==> src/rtl/des_seq_ctrl_if.sv <==
// Handshake and round-control bundle between the DES round sequencer and its
// requester / datapath; master drives requests, slave is the controller.
interface des_seq_ctrl_if;
  logic       in_valid;
  logic       in_decrypt;
  logic       in_ready;
  logic       ld_block;
  logic       rnd_en;
  logic [3:0] rnd_idx;
  logic [1:0] key_shift;
  logic       key_dir;
  logic       last_rnd;
  logic       out_valid;
  logic       out_ready;
  logic       busy;

  modport master (
    output in_valid, in_decrypt, out_ready,
    input  in_ready, ld_block, rnd_en, rnd_idx, key_shift, key_dir,
           last_rnd, out_valid, busy
  );

  modport slave (
    input  in_valid, in_decrypt, out_ready,
    output in_ready, ld_block, rnd_en, rnd_idx, key_shift, key_dir,
           last_rnd, out_valid, busy
  );
endinterface

==> src/rtl/des_seq_ctrl.sv <==
// DES round sequencer: accepts a block, steps 16 Feistel rounds with the key
// schedule rotate amounts, then holds the result. Option: DES_SEQ_CTRL_B2B_EN.
module des_seq_ctrl (
  input  logic          clk,
  input  logic          rst_n,
  des_seq_ctrl_if.slave bus
);

  typedef enum logic [1:0] {IDLE, ROUND, DONE} state_t;

  state_t     state;
  logic       mode;
  logic       rnd_en_q;
  logic [3:0] rnd_idx_q;
  logic [1:0] key_shift_q;
  logic       last_rnd_q;
  logic       out_valid_q;
  logic       busy_q;
  logic       accept_rdy;
  logic       accept;

  // Rotate schedule; decrypt skips the first rotate since C/D start aligned.
  function automatic logic [1:0] shift_amt(input logic dec, input logic [3:0] idx);
    logic [1:0] amt;
    case (idx)
      4'd0:                 amt = dec ? 2'd0 : 2'd1;
      4'd1, 4'd8, 4'd15:    amt = 2'd1;
      default:              amt = 2'd2;
    endcase
    return amt;
  endfunction

`ifdef DES_SEQ_CTRL_B2B_EN
  assign accept_rdy = (state == IDLE) | ((state == DONE) & bus.out_ready);
`else
  assign accept_rdy = (state == IDLE);
`endif

  assign accept        = bus.in_valid & accept_rdy;
  assign bus.in_ready  = accept_rdy;
  assign bus.ld_block  = accept;
  assign bus.rnd_en    = rnd_en_q;
  assign bus.rnd_idx   = rnd_idx_q;
  assign bus.key_shift = key_shift_q;
  assign bus.key_dir   = mode;
  assign bus.last_rnd  = last_rnd_q;
  assign bus.out_valid = out_valid_q;
  assign bus.busy      = busy_q;

  always_ff @(posedge clk or negedge rst_n) begin
    if (!rst_n) begin
      state       <= IDLE;
      mode        <= 1'b0;
      rnd_en_q    <= 1'b0;
      rnd_idx_q   <= 4'd0;
      key_shift_q <= 2'd0;
      last_rnd_q  <= 1'b0;
      out_valid_q <= 1'b0;
      busy_q      <= 1'b0;
    end else if (accept) begin
      // A retire-and-accept in DONE lands here too, restarting at round 0.
      state       <= ROUND;
      mode        <= bus.in_decrypt;
      rnd_en_q    <= 1'b1;
      rnd_idx_q   <= 4'd0;
      key_shift_q <= shift_amt(bus.in_decrypt, 4'd0);
      last_rnd_q  <= 1'b0;
      out_valid_q <= 1'b0;
      busy_q      <= 1'b1;
    end else begin
      case (state)
        IDLE: begin
          state <= IDLE;
        end
        ROUND: begin
          if (rnd_idx_q == 4'd15) begin
            state       <= DONE;
            rnd_en_q    <= 1'b0;
            rnd_idx_q   <= 4'd0;
            key_shift_q <= 2'd0;
            last_rnd_q  <= 1'b0;
            out_valid_q <= 1'b1;
          end else begin
            rnd_idx_q   <= rnd_idx_q + 4'd1;
            key_shift_q <= shift_amt(mode, rnd_idx_q + 4'd1);
            last_rnd_q  <= (rnd_idx_q == 4'd14);
          end
        end
        DONE: begin
          if (bus.out_ready) begin
            state       <= IDLE;
            out_valid_q <= 1'b0;
            busy_q      <= 1'b0;
          end
        end
        default: begin
          state       <= IDLE;
          rnd_en_q    <= 1'b0;
          rnd_idx_q   <= 4'd0;
          key_shift_q <= 2'd0;
          last_rnd_q  <= 1'b0;
          out_valid_q <= 1'b0;
          busy_q      <= 1'b0;
        end
      endcase
    end
  end

endmodule
==> src/flat_wrapper.sv <==
// flat-port wrapper written by rule: the top's interface ports become plain ports
module des_seq_ctrl_flat 
  (clk, rst_n, bus_in_valid, bus_in_decrypt, bus_out_ready, bus_in_ready, bus_ld_block, bus_rnd_en, bus_rnd_idx, bus_key_shift, bus_key_dir, bus_last_rnd, bus_out_valid, bus_busy);
  des_seq_ctrl_if bus_i ();
  input  logic clk;
  input  logic rst_n;
  input wire logic [$bits(bus_i.in_valid)-1:0] bus_in_valid;
  input wire logic [$bits(bus_i.in_decrypt)-1:0] bus_in_decrypt;
  input wire logic [$bits(bus_i.out_ready)-1:0] bus_out_ready;
  output wire logic [$bits(bus_i.in_ready)-1:0] bus_in_ready;
  output wire logic [$bits(bus_i.ld_block)-1:0] bus_ld_block;
  output wire logic [$bits(bus_i.rnd_en)-1:0] bus_rnd_en;
  output wire logic [$bits(bus_i.rnd_idx)-1:0] bus_rnd_idx;
  output wire logic [$bits(bus_i.key_shift)-1:0] bus_key_shift;
  output wire logic [$bits(bus_i.key_dir)-1:0] bus_key_dir;
  output wire logic [$bits(bus_i.last_rnd)-1:0] bus_last_rnd;
  output wire logic [$bits(bus_i.out_valid)-1:0] bus_out_valid;
  output wire logic [$bits(bus_i.busy)-1:0] bus_busy;
  assign bus_i.in_valid = bus_in_valid;
  assign bus_i.in_decrypt = bus_in_decrypt;
  assign bus_i.out_ready = bus_out_ready;
  assign bus_in_ready = bus_i.in_ready;
  assign bus_ld_block = bus_i.ld_block;
  assign bus_rnd_en = bus_i.rnd_en;
  assign bus_rnd_idx = bus_i.rnd_idx;
  assign bus_key_shift = bus_i.key_shift;
  assign bus_key_dir = bus_i.key_dir;
  assign bus_last_rnd = bus_i.last_rnd;
  assign bus_out_valid = bus_i.out_valid;
  assign bus_busy = bus_i.busy;
  des_seq_ctrl u_core (.clk(clk), .rst_n(rst_n), .bus(bus_i));
endmodule
==> config.mk <==
export PLATFORM = sky130hd
export DESIGN_NAME = des_seq_ctrl_flat
export DESIGN_NICKNAME = d
export VERILOG_FILES = /design/src/rtl/des_seq_ctrl_if.sv /design/src/rtl/des_seq_ctrl.sv /design/src/flat_wrapper.sv
export SDC_FILE = /design/constraint.sdc
export NUM_CORES = 1
export LEC_CHECK = 0
export ABC_AREA = 0
export ABC_CLOCK_PERIOD_IN_PS = 3000
export CAP_MARGIN = 20
export CORE_MARGIN = 5
export CORE_UTILIZATION = 50
export DETAILED_ROUTE_END_ITERATION = 7
export PLACE_DENSITY = 0.8
export SYNTH_ARGS = -nofsm -noshare
export SYNTH_HDL_FRONTEND = slang
export SYNTH_SLANG_ARGS = --single-unit
==> constraint.sdc <==
create_clock -name clk -period 3 [get_ports clk]
set_input_delay 0.9 -clock clk [delete_from_list [all_inputs] [get_ports clk]]
set_output_delay 0.9 -clock clk [all_outputs]
set_load 0.02 [all_outputs]
# Word level (Yosys, flattened, before mapping)
# Index checks and enable logic that the tools add are counted.
# word_totals
latch_bits	0
input_bits	5
romBits	0
reg_bits	13
memories	0
output_inout_bits	13
wordCells	56
mem_bits_rw	0
# op_classes
multipliers	0
reduce_logical	9
order_cmp	0
n_bitwise	1
div_mod_pow	0
add_sub_neg	1
eq_ne	12
n_shift	0
muxes	25
# ops
operator	count
$eq 4x4->1 const B	4
$pmux 2 s2	3
$mux 1	10
$mux 2	5
$mux 4	2
$pmux 4 s2	1
$pmux 1 s2	3
$reduce_and 2->1	3
$add 4x1->4 const B	1
$eq 4x1->1 const B	1
$logic_not 4->1	1
$ne 2x1->1 const B	2
$reduce_or 2->1	2
$ne 3x2->1 const B	1
$ne 3x3->1 const B	1
$pmux 1 s3	1
$reduce_and 3->1	1
$reduce_or 3->1	1
$eq 2x1->1 const B	1
$eq 2x2->1 const B	1
$logic_not 2->1	1
$ne 2x2->1 const B	1
$and 1x1->1	1

# Longest topological paths before layout
# logic_depth
ltp_word	7
ltp_mapped	6

# Worst setup path before layout
# OpenSTA, ideal clock, no wires.
# synth_timing
kind	register -> output
startpoint	register u_core.state[0]
endpoint	output port bus_ld_block
setup_slack_ns	0.961
t_required_ns	2.100
path_buffers	1
path_stages_with_launch	5
arrival_time_ns	1.139
cell_sequence	dfrtp_1 -> buf_2 -> nor2_1 -> nand2_1 -> inv_1
# synth_via
elab_chain_len	2
# synth_lines
element	line_no	source
from (decl)	des_seq_ctrl.sv:11	state_t state;
from (signal assigned)	des_seq_ctrl.sv:52	state <= IDLE;
from (signal assigned)	des_seq_ctrl.sv:62	state <= ROUND;
from (signal assigned)	des_seq_ctrl.sv:73	state <= IDLE;
$logic_not 2->1	des_seq_ctrl.sv:36	assign accept_rdy = (state == IDLE);
named net bus_in_ready	flat_wrapper.sv:10	output wire logic [$bits(bus_i.in_ready)-1:0] bus_in_ready;
$and 1x1->1	des_seq_ctrl.sv:39	assign accept = bus.in_valid & accept_rdy;
to (decl)	flat_wrapper.sv:11	output wire logic [$bits(bus_i.ld_block)-1:0] bus_ld_block;
# The timed path passes the listed nets, and every way through them passes these cells.

# Worst setup path in the final report
# layout_timing
startpoint	input port bus_in_valid
endpoint	output port bus_ld_block
# layout_via
elab_chain_len	1
# layout_lines
element	line_no	source
from (decl)	flat_wrapper.sv:7	input wire logic [$bits(bus_i.in_valid)-1:0] bus_in_valid;
$and 1x1->1	des_seq_ctrl.sv:39	
# No other way between the ends.

==> out/qor.yml <==
synth:
  async_reset_ff_frac: 1.00
  ys_ff_latch: 13
  syn_area_per_cell_um2: 9.72
  ys_seq_area_frac: 0.423
  synth_fp_nets: 88
  synth.top_cells.by_area: "dfrtp_1 42%, ha_1 6.5%, nand2_1 4.9%"
  postSynthCellCount: 79
  synth_cell_types: 32
  synthTopCellsByCount: "13 x dfrtp_1, 10 x nand2_1, 7 x inv_1, 5 x o21ai_0"
  synth_most_common_cell: "dfrtp_1"
  synth_area_leader_cell: "dfrtp_1"
  synth_area_um2: 768
  ys_warn_count: 0
  synth-edff-count: 0
  synth_flop_cell: "dfrtp_1"
  netlist.area_leader.share: 0.423
die:
  die_h_um: 49.2
  coreArea_mm2: 0.00149
  placementRows: 14
  start_util: 0.516
  die_w_um: 49.2
  io_pins: 18
  die_area_mm2: 0.00242
worst_setup_path:
  worst_ep_required_time_ps: 2100
  crit_path_start_kind: "input port"
  setup.worst_path.class: "in -> out"
  cp_max_fo: 2
  arrival_ps: 1830
  critPathCaptureType: "primary output"
  worstPathCellList: "clkdlybuf4s50_1, nand2_1, inv_1, dlygate4sd2_1"
  crit_slowest_cell: "clkdlybuf4s50_1"
  slowest_delay_ps: 490
finish:
  n_fill_cell: 116
  diodes: 0
  drive_gt1_frac: 0.120
  syn2layout_area_growth_pct: 27.4
  nNetsFinal: 110
  final_cells: 116
grt:
  grt_pass1_wl_mm: 2.97
  overflow: 0
  grt_usage: 0.159
  grt_start_max_net_pins: 14
  antenna_found_initial: 0
  grt_pass1_vias: 641
timing:
  tns_ps: 0
  hold_viol: 0
  clock_skew_ps: 8.15
  max_freq_ghz: 0.366
  rsz0062_at_grt: "no"
  slew_headroom: 0.606
  worst_slew_pin_slew_ps: 590
  finalCriticalPeriod_ps: 2730
  finalCritPeriodShare: 0.911
  setup_viol: 0
  drv_slew: 0
worst_hold_path:
  hp-class: "reg -> reg"
place:
  hpwl_mm: 1.22
  place.gp.congestion: 0.807
  io_buffers: 17
  dp.cells: 112
clock_network:
  clk_pin_slew_ps: 90
  cts_resized: 1
  clockRootBuffer: "clkbuf_4"
  htree_levels: 1
  clk_latency_ps: 280
  cts_buffer_depth: 2
  cts_hold_buffers: 0
  cts_tree: "built"
  cts-buffers-inserted: 3
  cts_sinks: 13
  post_cts.repair.setup_buffers: 0
pwr:
  ir_drop_v: 0.000663
  leakage_nw: 0.439
  power.total_mw: 1.09
  power_density_mw_per_mm2: 1120
status:
  status: "finished, final reports clean"
routing:
  wl_mm: 1.65
  viasPerCell: 5.73
  drt_iter0_markers: 10
  drc_errors: 0
  wl_per_cell_um: 14.2
  firstDrtPassIters: 4
  num_vias: 665
  postRouteAntennaNets: 0
run:
  drv_cap: 0
critical path, delay by kind of cell:
| family | cells | cell delay, ps |
|---|---|---|
| buffers and inverters | 3 | 870 |
| and+or+nand+nor | 1 | 70 |
through the flow:
step / instance area (um2) / hold WS [ps] / utilization / setup slack, ps
global placement: 953 / 468 / 0.640 / -4.33
detailed placement: 953 / 475 / 0.640 / 0.373
CTS: 978 / 494 / 0.657 / 266
finish: 978 / 488 / 0.657 / 266
floorplan: 768 / 516 / - / 961
global route: 978 / 554 / 0.657 / 223
cell families after synthesis:
logic type / after synthesis / share of synthesized area
compound gates: 20 / 0.191
fa+ha+maj: 4 / 0.0651
buf+inv: 10 / 0.0700
simple gates: 28 / 0.194
flops: 13 / 0.423
mux: 2 / 0.0342
xor+xnor: 2 / 0.0228
sequential cells by signal, indices dropped and copies added (netlist names):
signal                count
u_core.bus.out_valid      1
u_core.bus.key_shift      2
u_core.bus.key_dir        1
u_core.bus.last_rnd       1
u_core.state              2
u_core.bus.rnd_en         1
u_core.bus.rnd_idx        4
u_core.bus.busy           1
path summary, 6_finish.rpt:
| kind | startpoint | to | slack [ps] | cells after the start |
|---|---|---|---|---|
| worst max-delay path | bus_in_valid | bus_ld_block | 270 | 4 |
| worst min-delay path | u_core.bus.last_rnd$_DFFE_PN0P_ | u_core.bus.last_rnd$_DFFE_PN0P_ | 490 | 2 |
| worst max register to register | u_core.bus.rnd_idx[1]$_DFFE_PN0P_ | u_core.bus.key_shift[1]$_DFFE_PN0P_ | 1230 | 5 |
| worst min register to register | u_core.bus.last_rnd$_DFFE_PN0P_ | u_core.bus.last_rnd$_DFFE_PN0P_ | 490 | 2 |
| max in group asynchronous | rst_n | u_core.bus.busy$_DFFE_PN0P_ | 1620 | 1 |
| min in group asynchronous | rst_n | u_core.bus.last_rnd$_DFFE_PN0P_ | 980 | 1 |
layout make-up:
| class | instances | area [um2] | area share |
|---|---|---|---|
| Multi-Input combinational cell | 56 | 389 | 0.398 |
| Sequential cell | 13 | 325 | 0.332 |
| Timing Repair Buffer | 20 | 191 | 0.196 |
| Clock buffer | 4 | 26.3 | 0.0269 |
| Inverter | 7 | 26.3 | 0.0269 |
| Tap cell | 16 | 20.0 | 0.0205 |
cell usage in the layout (no fill, tap or decap):
| cell | n |
|---|---|
| a211oi_1 | 1 |
| a211oi_2 | 1 |
| a21oi_1 | 4 |
| a221o_1 | 1 |
| a22o_1 | 2 |
| a22oi_2 | 1 |
| a2bb2oi_1 | 1 |
| and2_1 | 1 |
| and2b_4 | 1 |
| and3_4 | 1 |
| buf_4 | 3 |
| clkbuf_1 | 1 |
| clkbuf_4 | 3 |
| clkdlybuf4s50_1 | 16 |
| dfrtp_1 | 13 |
| dlygate4sd2_1 | 1 |
| ha_1 | 4 |
| inv_1 | 7 |
| mux2_2 | 1 |
| mux2_4 | 1 |
| nand2_1 | 10 |
| nand2b_1 | 3 |
| nand3_1 | 3 |
| nand3b_1 | 1 |
| nand4_1 | 1 |
| nand4b_1 | 1 |
| nor2_1 | 4 |
| nor2b_1 | 1 |
| nor4_1 | 1 |
| o21ai_0 | 5 |
| o22ai_1 | 1 |
| o2bb2ai_1 | 1 |
| o32ai_1 | 2 |
| xnor2_1 | 1 |
| xor2_1 | 1 |
routing by layer:
layer	track usage	part of all wire	up-vias	wire length (um)
li1	-	-	319	-
met1	0.204	0.44	326	728
met2	0.230	0.50	20	822
met3	0.0673	0.058	0	95
met4	0.0673	0	0	0
met5	0	0	-	0
where the power goes:
part | switching, mW | total [mW] | internal, mW | leakage, nW
Sequential | 0.112 | 0.361 | 0.249 | 0.152
Combinational | 0.306 | 0.620 | 0.314 | 0.272
Clock | 0.0601 | 0.112 | 0.0516 | 0.0150
Note: power is estimated with default switching activity, not from simulation.
